## src/rtl/dcache_ctrl.sv

```systemverilog
// Direct-mapped, write-back, write-allocate data cache for the MEM stage.
// Hits finish in the request cycle; misses stall while the line is written back and refilled.
module dcache_ctrl #(
    parameter int LINES = 16,
    parameter int WORDS = 4
) (
    input  logic        clk,
    input  logic        rst,
    input  logic        memread,
    input  logic        memwrite,
    input  logic [31:0] addr,
    input  logic [31:0] wdata,
    input  logic [2:0]  f3,
    output logic [31:0] rdata,
    output logic        hazard,
    output logic        mem_req,
    output logic        mem_we,
    output logic [31:0] mem_addr,
    output logic [31:0] mem_wdata,
    input  logic [31:0] mem_rdata,
    input  logic        mem_ack
);
    localparam int WBITS = $clog2(WORDS);
    localparam int IBITS = $clog2(LINES);
    localparam int TBITS = 30 - WBITS - IBITS;
    localparam logic [WBITS-1:0] LAST_BEAT = WBITS'(WORDS - 1);

    typedef enum logic [1:0] {S_IDLE = 2'd0, S_WB = 2'd1, S_FILL = 2'd2, S_DONE = 2'd3} state_t;

    function automatic logic [31:0] load_ext(input logic [31:0] word, input logic [1:0] off,
                                             input logic [2:0] fn);
        logic [7:0]  b;
        logic [15:0] h;
        b = word[{off, 3'b000} +: 8];
        h = off[1] ? word[31:16] : word[15:0];
        case (fn)
            3'b000:  load_ext = {{24{b[7]}}, b};
            3'b001:  load_ext = {{16{h[15]}}, h};
            3'b100:  load_ext = {24'd0, b};
            3'b101:  load_ext = {16'd0, h};
            default: load_ext = word;
        endcase
    endfunction

    function automatic logic [31:0] store_merge(input logic [31:0] old, input logic [31:0] wd,
                                                input logic [1:0] off, input logic [2:0] fn);
        logic [31:0] mask;
        logic [31:0] lanes;
        case (fn[1:0])
            2'b00: begin
                mask  = 32'h0000_00FF << {off, 3'b000};
                lanes = {4{wd[7:0]}};
            end
            2'b01: begin
                mask  = off[1] ? 32'hFFFF_0000 : 32'h0000_FFFF;
                lanes = {2{wd[15:0]}};
            end
            default: begin
                mask  = 32'hFFFF_FFFF;
                lanes = wd;
            end
        endcase
        store_merge = (old & ~mask) | (lanes & mask);
    endfunction

    state_t                   state_q, state_d;
    logic [WBITS-1:0]         cnt_q, cnt_d;
    logic [TBITS-1:0]         lat_tag_q, lat_tag_d;
    logic [IBITS-1:0]         lat_idx_q, lat_idx_d;
    logic [LINES-1:0]         valid_q, valid_d;
    logic [LINES-1:0]         dirty_q, dirty_d;
    logic [TBITS-1:0]         tag_q  [LINES];
    logic [31:0]              data_q [LINES*WORDS];

    logic [WBITS-1:0]         req_word_s;
    logic [IBITS-1:0]         req_idx_s;
    logic [TBITS-1:0]         req_tag_s;
    logic                     req_s, hit_s, last_s;
    logic                     dwr_en_s, tag_we_s;
    logic [IBITS+WBITS-1:0]   dwr_ptr_s;
    logic [31:0]              dwr_data_s, hit_word_s;

    assign req_word_s = addr[2 +: WBITS];
    assign req_idx_s  = addr[2+WBITS +: IBITS];
    assign req_tag_s  = addr[31 -: TBITS];
    assign req_s      = memread | memwrite;
    assign hit_s      = valid_q[req_idx_s] && (tag_q[req_idx_s] == req_tag_s);
    assign hit_word_s = data_q[{req_idx_s, req_word_s}];
    assign last_s     = (cnt_q == LAST_BEAT);

    // Next-state, line bookkeeping and the single data-array write port.
    always_comb begin
        state_d    = state_q;
        cnt_d      = cnt_q;
        lat_tag_d  = lat_tag_q;
        lat_idx_d  = lat_idx_q;
        valid_d    = valid_q;
        dirty_d    = dirty_q;
        dwr_en_s   = 1'b0;
        tag_we_s   = 1'b0;
        dwr_ptr_s  = {req_idx_s, req_word_s};
        dwr_data_s = store_merge(hit_word_s, wdata, addr[1:0], f3);
        case (state_q)
            S_IDLE: begin
                if (req_s && hit_s) begin
                    if (memwrite) begin
                        dwr_en_s           = 1'b1;
                        dirty_d[req_idx_s] = 1'b1;
                    end else begin
                        dwr_en_s = 1'b0;
                    end
                end else if (req_s) begin
                    // Victim is invalidated up front so an abandoned refill never looks valid.
                    lat_tag_d          = req_tag_s;
                    lat_idx_d          = req_idx_s;
                    cnt_d              = '0;
                    valid_d[req_idx_s] = 1'b0;
                    dirty_d[req_idx_s] = 1'b0;
                    state_d = (valid_q[req_idx_s] && dirty_q[req_idx_s]) ? S_WB : S_FILL;
                end else begin
                    state_d = S_IDLE;
                end
            end
            S_WB: begin
                if (mem_ack) begin
                    if (last_s) begin
                        cnt_d   = '0;
                        state_d = S_FILL;
                    end else begin
                        cnt_d = cnt_q + WBITS'(1);
                    end
                end else begin
                    cnt_d = cnt_q;
                end
            end
            S_FILL: begin
                if (mem_ack) begin
                    dwr_en_s   = 1'b1;
                    dwr_ptr_s  = {lat_idx_q, cnt_q};
                    dwr_data_s = mem_rdata;
                    if (last_s) begin
                        valid_d[lat_idx_q] = 1'b1;
                        dirty_d[lat_idx_q] = 1'b0;
                        tag_we_s           = 1'b1;
                        cnt_d              = '0;
                        state_d            = S_DONE;
                    end else begin
                        cnt_d = cnt_q + WBITS'(1);
                    end
                end else begin
                    cnt_d = cnt_q;
                end
            end
            S_DONE:  state_d = S_IDLE;
            default: state_d = S_IDLE;
        endcase
    end

    // Control state with asynchronous clear.
    always_ff @(posedge clk or negedge rst) begin
        if (!rst) begin
            state_q   <= S_IDLE;
            cnt_q     <= '0;
            lat_tag_q <= '0;
            lat_idx_q <= '0;
            valid_q   <= '0;
            dirty_q   <= '0;
        end else begin
            state_q   <= state_d;
            cnt_q     <= cnt_d;
            lat_tag_q <= lat_tag_d;
            lat_idx_q <= lat_idx_d;
            valid_q   <= valid_d;
            dirty_q   <= dirty_d;
        end
    end

    // Tag and data storage; contents are qualified by valid_q so they need no reset.
    always_ff @(posedge clk) begin
        if (dwr_en_s) begin
            data_q[dwr_ptr_s] <= dwr_data_s;
        end
        if (tag_we_s) begin
            tag_q[lat_idx_q] <= lat_tag_q;
        end
    end

    // Pipeline and memory-port outputs decoded from the registered state.
    always_comb begin
        rdata     = 32'd0;
        hazard    = 1'b0;
        mem_req   = 1'b0;
        mem_we    = 1'b0;
        mem_addr  = 32'd0;
        mem_wdata = 32'd0;
        if (rst) begin
            case (state_q)
                S_IDLE: begin
                    hazard = req_s && !hit_s;
                    if (memread && !memwrite && hit_s) begin
                        rdata = load_ext(hit_word_s, addr[1:0], f3);
                    end else begin
                        rdata = 32'd0;
                    end
                end
                S_WB: begin
                    hazard    = 1'b1;
                    mem_req   = 1'b1;
                    mem_we    = 1'b1;
                    mem_addr  = {tag_q[lat_idx_q], lat_idx_q, cnt_q, 2'b00};
                    mem_wdata = data_q[{lat_idx_q, cnt_q}];
                end
                S_FILL: begin
                    hazard   = 1'b1;
                    mem_req  = 1'b1;
                    mem_addr = {lat_tag_q, lat_idx_q, cnt_q, 2'b00};
                end
                S_DONE:  hazard = 1'b1;
                default: hazard = 1'b0;
            endcase
        end else begin
            hazard = 1'b0;
        end
    end
endmodule
```

## config.mk

```make
export PLATFORM = sky130hd
export DESIGN_NAME = dcache_ctrl
export DESIGN_NICKNAME = d
export VERILOG_FILES = /design/src/rtl/dcache_ctrl.sv
export SDC_FILE = /design/constraint.sdc
export NUM_CORES = 2
export LEC_CHECK = 0
export CELL_PAD_IN_SITES_DETAIL_PLACEMENT = 0
export CELL_PAD_IN_SITES_GLOBAL_PLACEMENT = 2
export CORE_MARGIN = 5
export CORE_UTILIZATION = 45
export DETAILED_ROUTE_END_ITERATION = 6
export GPL_ROUTABILITY_DRIVEN = 1
export PLACE_DENSITY = 0.8
export SETUP_SLACK_MARGIN = 0.5
export SYNTH_ARGS = -nofsm -noshare
export SYNTH_HDL_FRONTEND = slang
export SYNTH_SLANG_ARGS = --single-unit
```

## constraint.sdc

```tcl
create_clock -name clk -period 5.4 [get_ports clk]
set_input_delay 1.08 -clock clk [delete_from_list [all_inputs] [get_ports clk]]
set_output_delay 1.08 -clock clk [all_outputs]
set_load 0.005 [all_outputs]
```

=== Yosys cells after proc, flatten, opt, wreduce, memory -nomap -nowiden ===
Memories as Yosys holds them, arrays and structs flattened.
Index checks and enable logic that the tools add are counted.

* Add/sub/neg operators: 1
* Order comparisons: 4
* Eq/ne operators: 18
* Shift-type cells: 2
* Muxes and demuxes: 65
* Bitwise logic cells: 13
* Reductions and logical operators: 22

{| class="wikitable"
|+ Operators by type and width
! kind !! count
|-
| 32-bit 2-to-1 mux || 9
|-
| 32-bit case mux with 2 select lines || 3
|-
| 16-bit 2-to-1 mux || 10
|-
| 32-bit case mux with 4 select lines || 1
|-
| 32-bit AND || 2
|-
| 16-bit case mux with 2 select lines || 2
|-
| 16-bit AND || 3
|-
| 16-bit NOT || 2
|-
| 32-bit NOT || 1
|-
| 16-bit OR || 2
|-
| 32-bit OR || 1
|-
| 32-bit by 6-bit indexed part select with 8-bit output || 1
|-
| 8-bit by 5-bit << shifter with 32-bit output (first input constant) || 1
|-
| 24-bit equality test || 1
|-
| 2-bit 2-to-1 mux || 11
|-
| 1-bit 2-to-1 mux || 19
|-
| 5-bit AND reduction || 3
|-
| 6-bit 2-to-1 mux || 2
|-
| 2-bit inequality test (second input constant) || 6
|-
| 4-bit by 5-bit less-than comparator with 1-bit output (second input constant) || 2
|-
| 1-bit binary-select mux with 4-bit select || 2
|-
| 1-bit demux with 4-bit select || 2
|-
| 4-bit by 1-bit greater-or-equal comparator with 1-bit output (second input constant) || 2
|-
| 1-bit logical AND || 8
|-
| 20 further kinds || 29
|}

* Flip-flop bits (word level): 64
* Memory bits (writable): 2432
* Input bits: 104
* Output and inout bits: 99
* Logic and storage cells: 133
* Memories kept: 2

{| class="wikitable"
|+ Memory list
! name !! depth !! width !! read ports !! clocked after memory_dff !! wr ports !! RTL line !! text
|-
| data_q || 64 || 32 || 2 || 0 || 1 || 73 || <nowiki>logic [31:0] data_q [LINES*WORDS];</nowiki>
|-
| tag_q || 16 || 24 || 2 || 0 || 1 || 72 || <nowiki>logic [TBITS-1:0] tag_q [LINES];</nowiki>
|}

=== Depth between registers and ports, before layout ===
* Depth after elaboration: 9
* Mapped depth: 16
* Mapped depth without buffers: 9

=== Worst setup path after synthesis ===
OpenSTA, ideal clock, no wires.

* Path type: input port to flip-flop
* From: in addr[5]
* To: mem data_q[0][11], data pin
* Library setup time: 0.702 ns
* Arrival: 5.961 ns
* Data required time: 4.698 ns
* Path slack: -1.263 ns
* Stages on the path: 13
* Buffers on the path: 9
* Path through: buf_2 buf_4 buf_2 buf_4 buf_2 buf_4 buf_4 buf_4 buf_2 a221oi_1 o31ai_1 a21oi_1 o21ai_0

* Longest elaborated chain between the ends: 5

{| class="wikitable"
|+ RTL lines
! element !! RTL line !! text
|-
| start, declared || 11 || <nowiki>input logic [31:0] addr,</nowiki>
|-
| memory read 64 x 32 bit (*) || -- ||
|-
| 32-bit AND (*) || 63 || <nowiki>store_merge = (old & ~mask) | (lanes & mask);</nowiki>
|-
| 32-bit OR (*) || 63 ||
|-
| 32-bit 2-to-1 mux || 137 || <nowiki>if (mem_ack) begin</nowiki>
|-
| 32-bit 2-to-1 mux (*) || 103 || <nowiki>case (state_q)</nowiki>
|-
| via dwr_data_s[11] || 81 || <nowiki>logic [31:0] dwr_data_s, hit_word_s;</nowiki>
|-
| end, declared || 73 ||
|}

The timed path passes the listed nets; every way through them passes the cells marked *.

=== Worst setup path after layout ===
* From: in addr[2]
* To: out rdata[3]

* Longest elaborated chain between the ends: 6
* Elaborated cells on any way between the ends: 7
* Those cells by class: 1 x shift; 5 x mux; 1 x memory

{| class="wikitable"
|+ RTL lines
! element !! RTL line !! text
|-
| memory read 64 x 32 bit (*) || -- ||
|-
| 32-bit by 6-bit indexed part select with 8-bit output / 16-bit 2-to-1 mux (equally long branches) || 34, 35 ||
|-
| 32-bit case mux with 4 select lines (*) || 36 || <nowiki>case (fn)</nowiki>
|-
| 32-bit 2-to-1 mux (*) || 200 || <nowiki>if (memread && !memwrite && hit_s) begin</nowiki>
|-
| 32-bit 2-to-1 mux (*) || 197 || <nowiki>case (state_q)</nowiki>
|-
| 32-bit 2-to-1 mux (*) || 196 || <nowiki>if (rst) begin</nowiki>
|-
| end, declared || 14 || <nowiki>output logic [31:0] rdata,</nowiki>
|}

Every way passes the cells marked *; elsewhere a longest branch is shown, timed or not.

==> out/metrics.yaml <==
synth:
  synth_edf_count: 2432
  ys_ff_latch: 2496
  synth_warnings: 0
  muxShareOfSynthArea_pct: 27.6
  synth_top_family_by_area: "multiplexers"
  synth_top_area_share_pct: 62.2
  synth_top_area_cell: "edfxtp_1"
  async_flop_share_pct: 2.56
  syn_inst: 5931
  synth_xor_area_share_pct: 0.164
  netlist_area_um2: 117000
  synth_cell_types: 83
  synth-adder-area-share_pct: 0.0533
  synthTopCellsByArea: "edfxtp_1 62%, mux4_2 25%, mux2i_1 1.5%, a22oi_1 1.5%, dfrtp_1 1.4%"
  synth_area_per_cell_um2: 19.8
  synth_ff_type: "edfxtp_1"
  synth-simple-area-share_pct: 2.32
  synth-seq-area-share_pct: 63.6
  synth_compound_area_share_pct: 4.30
power_and_ir_drop:
  finalPower_w: 0.0669
  cellLeakagePower_nw: 48.4
  power-per-cell-area_nw_per_um2: 451
  peakVddDrop_uv: 397
sta:
  finalSetupViolations: 28
  drv_slew: 0
  hold_viol_final: 0
  final.setup.worst_slack_ns: -0.145
  finClkSkew_ns: 0.0870
  worst_pin_slew_ns: 1.33
  timing.fmax_ghz: 0.180
  rsz0062_at_grt: "true"
  finalCriticalPeriod_ns: 5.54
  slew-limit-headroom_pct: 11.1
  finalSetupTns_ns: -2.20
  post-route-period-util_pct: 103
clocking:
  clock_latency_ns: 0.98
  cts_buffers: 285
  hold_buffers: 0
  cts.sinks: 2496
  clk_path_buf_depth: 4
  htree_levels: 5
  cts_tree: "done"
  cts_root_buf: "clkbuf_16"
  clk_pin_slew_ns: 0.06
placed_design:
  post-place-ws_ns: -1.03
  io_buffers: 200
  gp_congestion: 0.961
  hpwlAfterDp_mm: 313
routing:
  via_per_inst: 7.28
  wl_per_cell_um: 45.4
  drcViolationCount: 2
  dr.pass1.iters: 7
  drt_wl_total_mm: 490
  antenna_left: 0
  drt_iter0_markers: 13500
  vias: 78400
grt:
  grt_overflow: 0
  grt-busiest-layer: "met2"
  grtUsageMet2_pct: 51.2
  grt_max_degree: 67
  grt_antenna_before_repair: 27
  grtUsageTotal_pct: 35.5
  met1_usage_pct: 45.8
  grt_pass1_wl_mm: 656
  grt_pass1_vias: 76200
  grt_util_met3_pct: 12.6
floorplanning:
  ios: 203
  core_area_um2: 259000
  dieArea_um2: 271000
  dieWidth_um: 521
  initial_core_util_pct: 45.2
  rows: 187
  fp.dieH_um: 521
finish:
  fin_util_pct: 57.1
  nets: 7259
  area_delta_synth_final_pct: 26.3
  final_layout_size_suffix_gt1_share_pct: 47.1
job:
  cap_violations: 0
setup_path:
  end_kind: "primary output"
  worstSetupPathType: "in -> out"
  crit_fanout: 8
  worstPathRequired_ns: 4.32
  worst_ep_arrival_time_ns: 4.46
  cp-start-kind: "input pin"
status:
  outcome: "finished, violations left"
  violations: "DRC, setup timing"
hold_path:
  holdCritPathClass: "in -> async"
critical path, stage by stage:
cell and delay [ns]:
buf_16 0.13, buf_12 0.15, buf_16 0.16, buf_16 0.17, buf_12 0.12, buf_16 0.13, buf_4 0.14, buf_12 0.13
mux4_2 0.49, mux2_2 0.29, a221oi_1 0.47, o31ai_1 0.22, o211ai_1 0.43, a221oi_2 0.10, buf_2 0.17
registers in the layout (all words and copies together) (netlist names), named ones only:
name,flops
valid_q,16
lat_tag_q,24
lat_idx_q,4
cnt_q,2
tag_q,384
data_q,2048
state_q,2
stage by stage:
stage	instance area (µm²)	hold WS, ns	cells
after detailed placement	133000	0.492	9955
after global placement	133000	0.488	9955
after global routing	148000	0.0254	10800
final	148000	0.0554	10800
after CTS	146000	0.0236	10700
after floorplan	117000	0.465	5932
path summary, 6_finish.rpt:
path / start / to / slack, ns / cells after the start
max: addr[2] / rdata[3] / -0.14 / 15
min: rst / lat_tag_q[5] / 0.06 / 1
max reg2reg: tag_q[13][16] / flop / 0.28 / 28
min reg2reg: flop / flop / 0.53 / 2
max in group asynchronous: rst / lat_idx_q[3] / 4.29 / 2
min in group clk: flop / flop / 0.53 / 2
layout by cell type, fill, tap and decap left out, types with 21 or more instances in the layout:
cell type        instances
clkinv_2                44
a21oi_2                 35
buf_12                 341
a21oi_1                 64
nand2_1                168
diode_2                 24
buf_6                  102
a221oi_2                21
nor2_1                 146
clkinv_1                61
mux4_2                1324
a22oi_2                 52
edfxtp_1              2432
buf_16                  54
o22ai_1                 27
a21oi_4                 26
inv_1                   30
clkbuf_1                45
nand4_1                 30
nor2_4                  83
clkdlybuf4s50_1        122
o21ai_0                 59
bufinv_16               23
dfrtp_1                 58
buf_4                  680
a22oi_1                184
buf_2                   48
buf_8                   25
mux2i_1                168
nand3_1                 27
nor2_2                  23
clkbuf_16              309
mux2_2                  48
power breakdown:
part	switching [W]	internal [W]	total, W
clock	0.00786	0.0111	0.0190
sequential	0.000674	0.0236	0.0243
combinational	0.0131	0.0105	0.0237
Yosys cell counts, drive strengths merged (4+ instances only):
| library cell | instances |
|---|---|
| xnor2 | 16 |
| a2bb2oi | 17 |
| mux4 | 1324 |
| nor2 | 252 |
| nor2b | 20 |
| nand2 | 181 |
| a32o | 6 |
| a22oi | 236 |
| buf | 247 |
| a31oi | 19 |
| a21oi | 125 |
| and2 | 20 |
| a22o | 17 |
| nand4 | 30 |
| a21boi | 18 |
| a2111oi | 9 |
| and3 | 11 |
| o221ai | 6 |
| a32oi | 10 |
| o21ai | 100 |
| or3 | 4 |
| xor2 | 6 |
| o211ai | 8 |
| nand2b | 17 |
| mux2 | 69 |
| edfxtp | 2432 |
| a311oi | 4 |
| nor3 | 22 |
| o22ai | 37 |
| mux2i | 180 |
| o2111ai | 5 |
| o31ai | 13 |
| inv | 30 |
| clkbuf | 223 |
| ha | 5 |
| nand3 | 30 |
| or2 | 10 |
| a221oi | 37 |
| dfrtp | 64 |
| nor4 | 5 |
| a211oi | 20 |
layer usage:
layer | vias up | wire length [µm]
met2 | 7278 | 214000
li1 | 28300 | -
met3 | 1649 | 74000
met5 | - | 95
met4 | 14 | 39200
met1 | 41100 | 163000
cell type report:
cell class              count  area, µm²
flip-flops and latches   2496      74700
fillers                 18900     111000
diodes                     24       60.1
clock inverters           143       1270
well taps                3402       4260
multi-input cells        2935      43200
inverters                  31        116
clock buffers             346       7630
repair buffers           1401      17000
repair_timing:
item / 4_1_cts / 5_1_grt
endpoints found under the setup margin: 89 / 92
endpoints found under the hold margin: 0 / 0
buffers inserted: 197 / 71
gates resized for setup: 632 / 194
gates cloned: 26 / 14
pin swaps: 104 / 95
logic make-up (layout without fill, tap and decap cells):
kind of cell	after synthesis	after routing
mux	1573	1573
buf+inv	501	1921
fa+ha+maj	5	5
xor+xnor	22	22
simple gates	614	614
flops	2496	2496
compound gates	719	719
other cells	1	26
No activity file was read; power rests on OpenSTA's default activity.
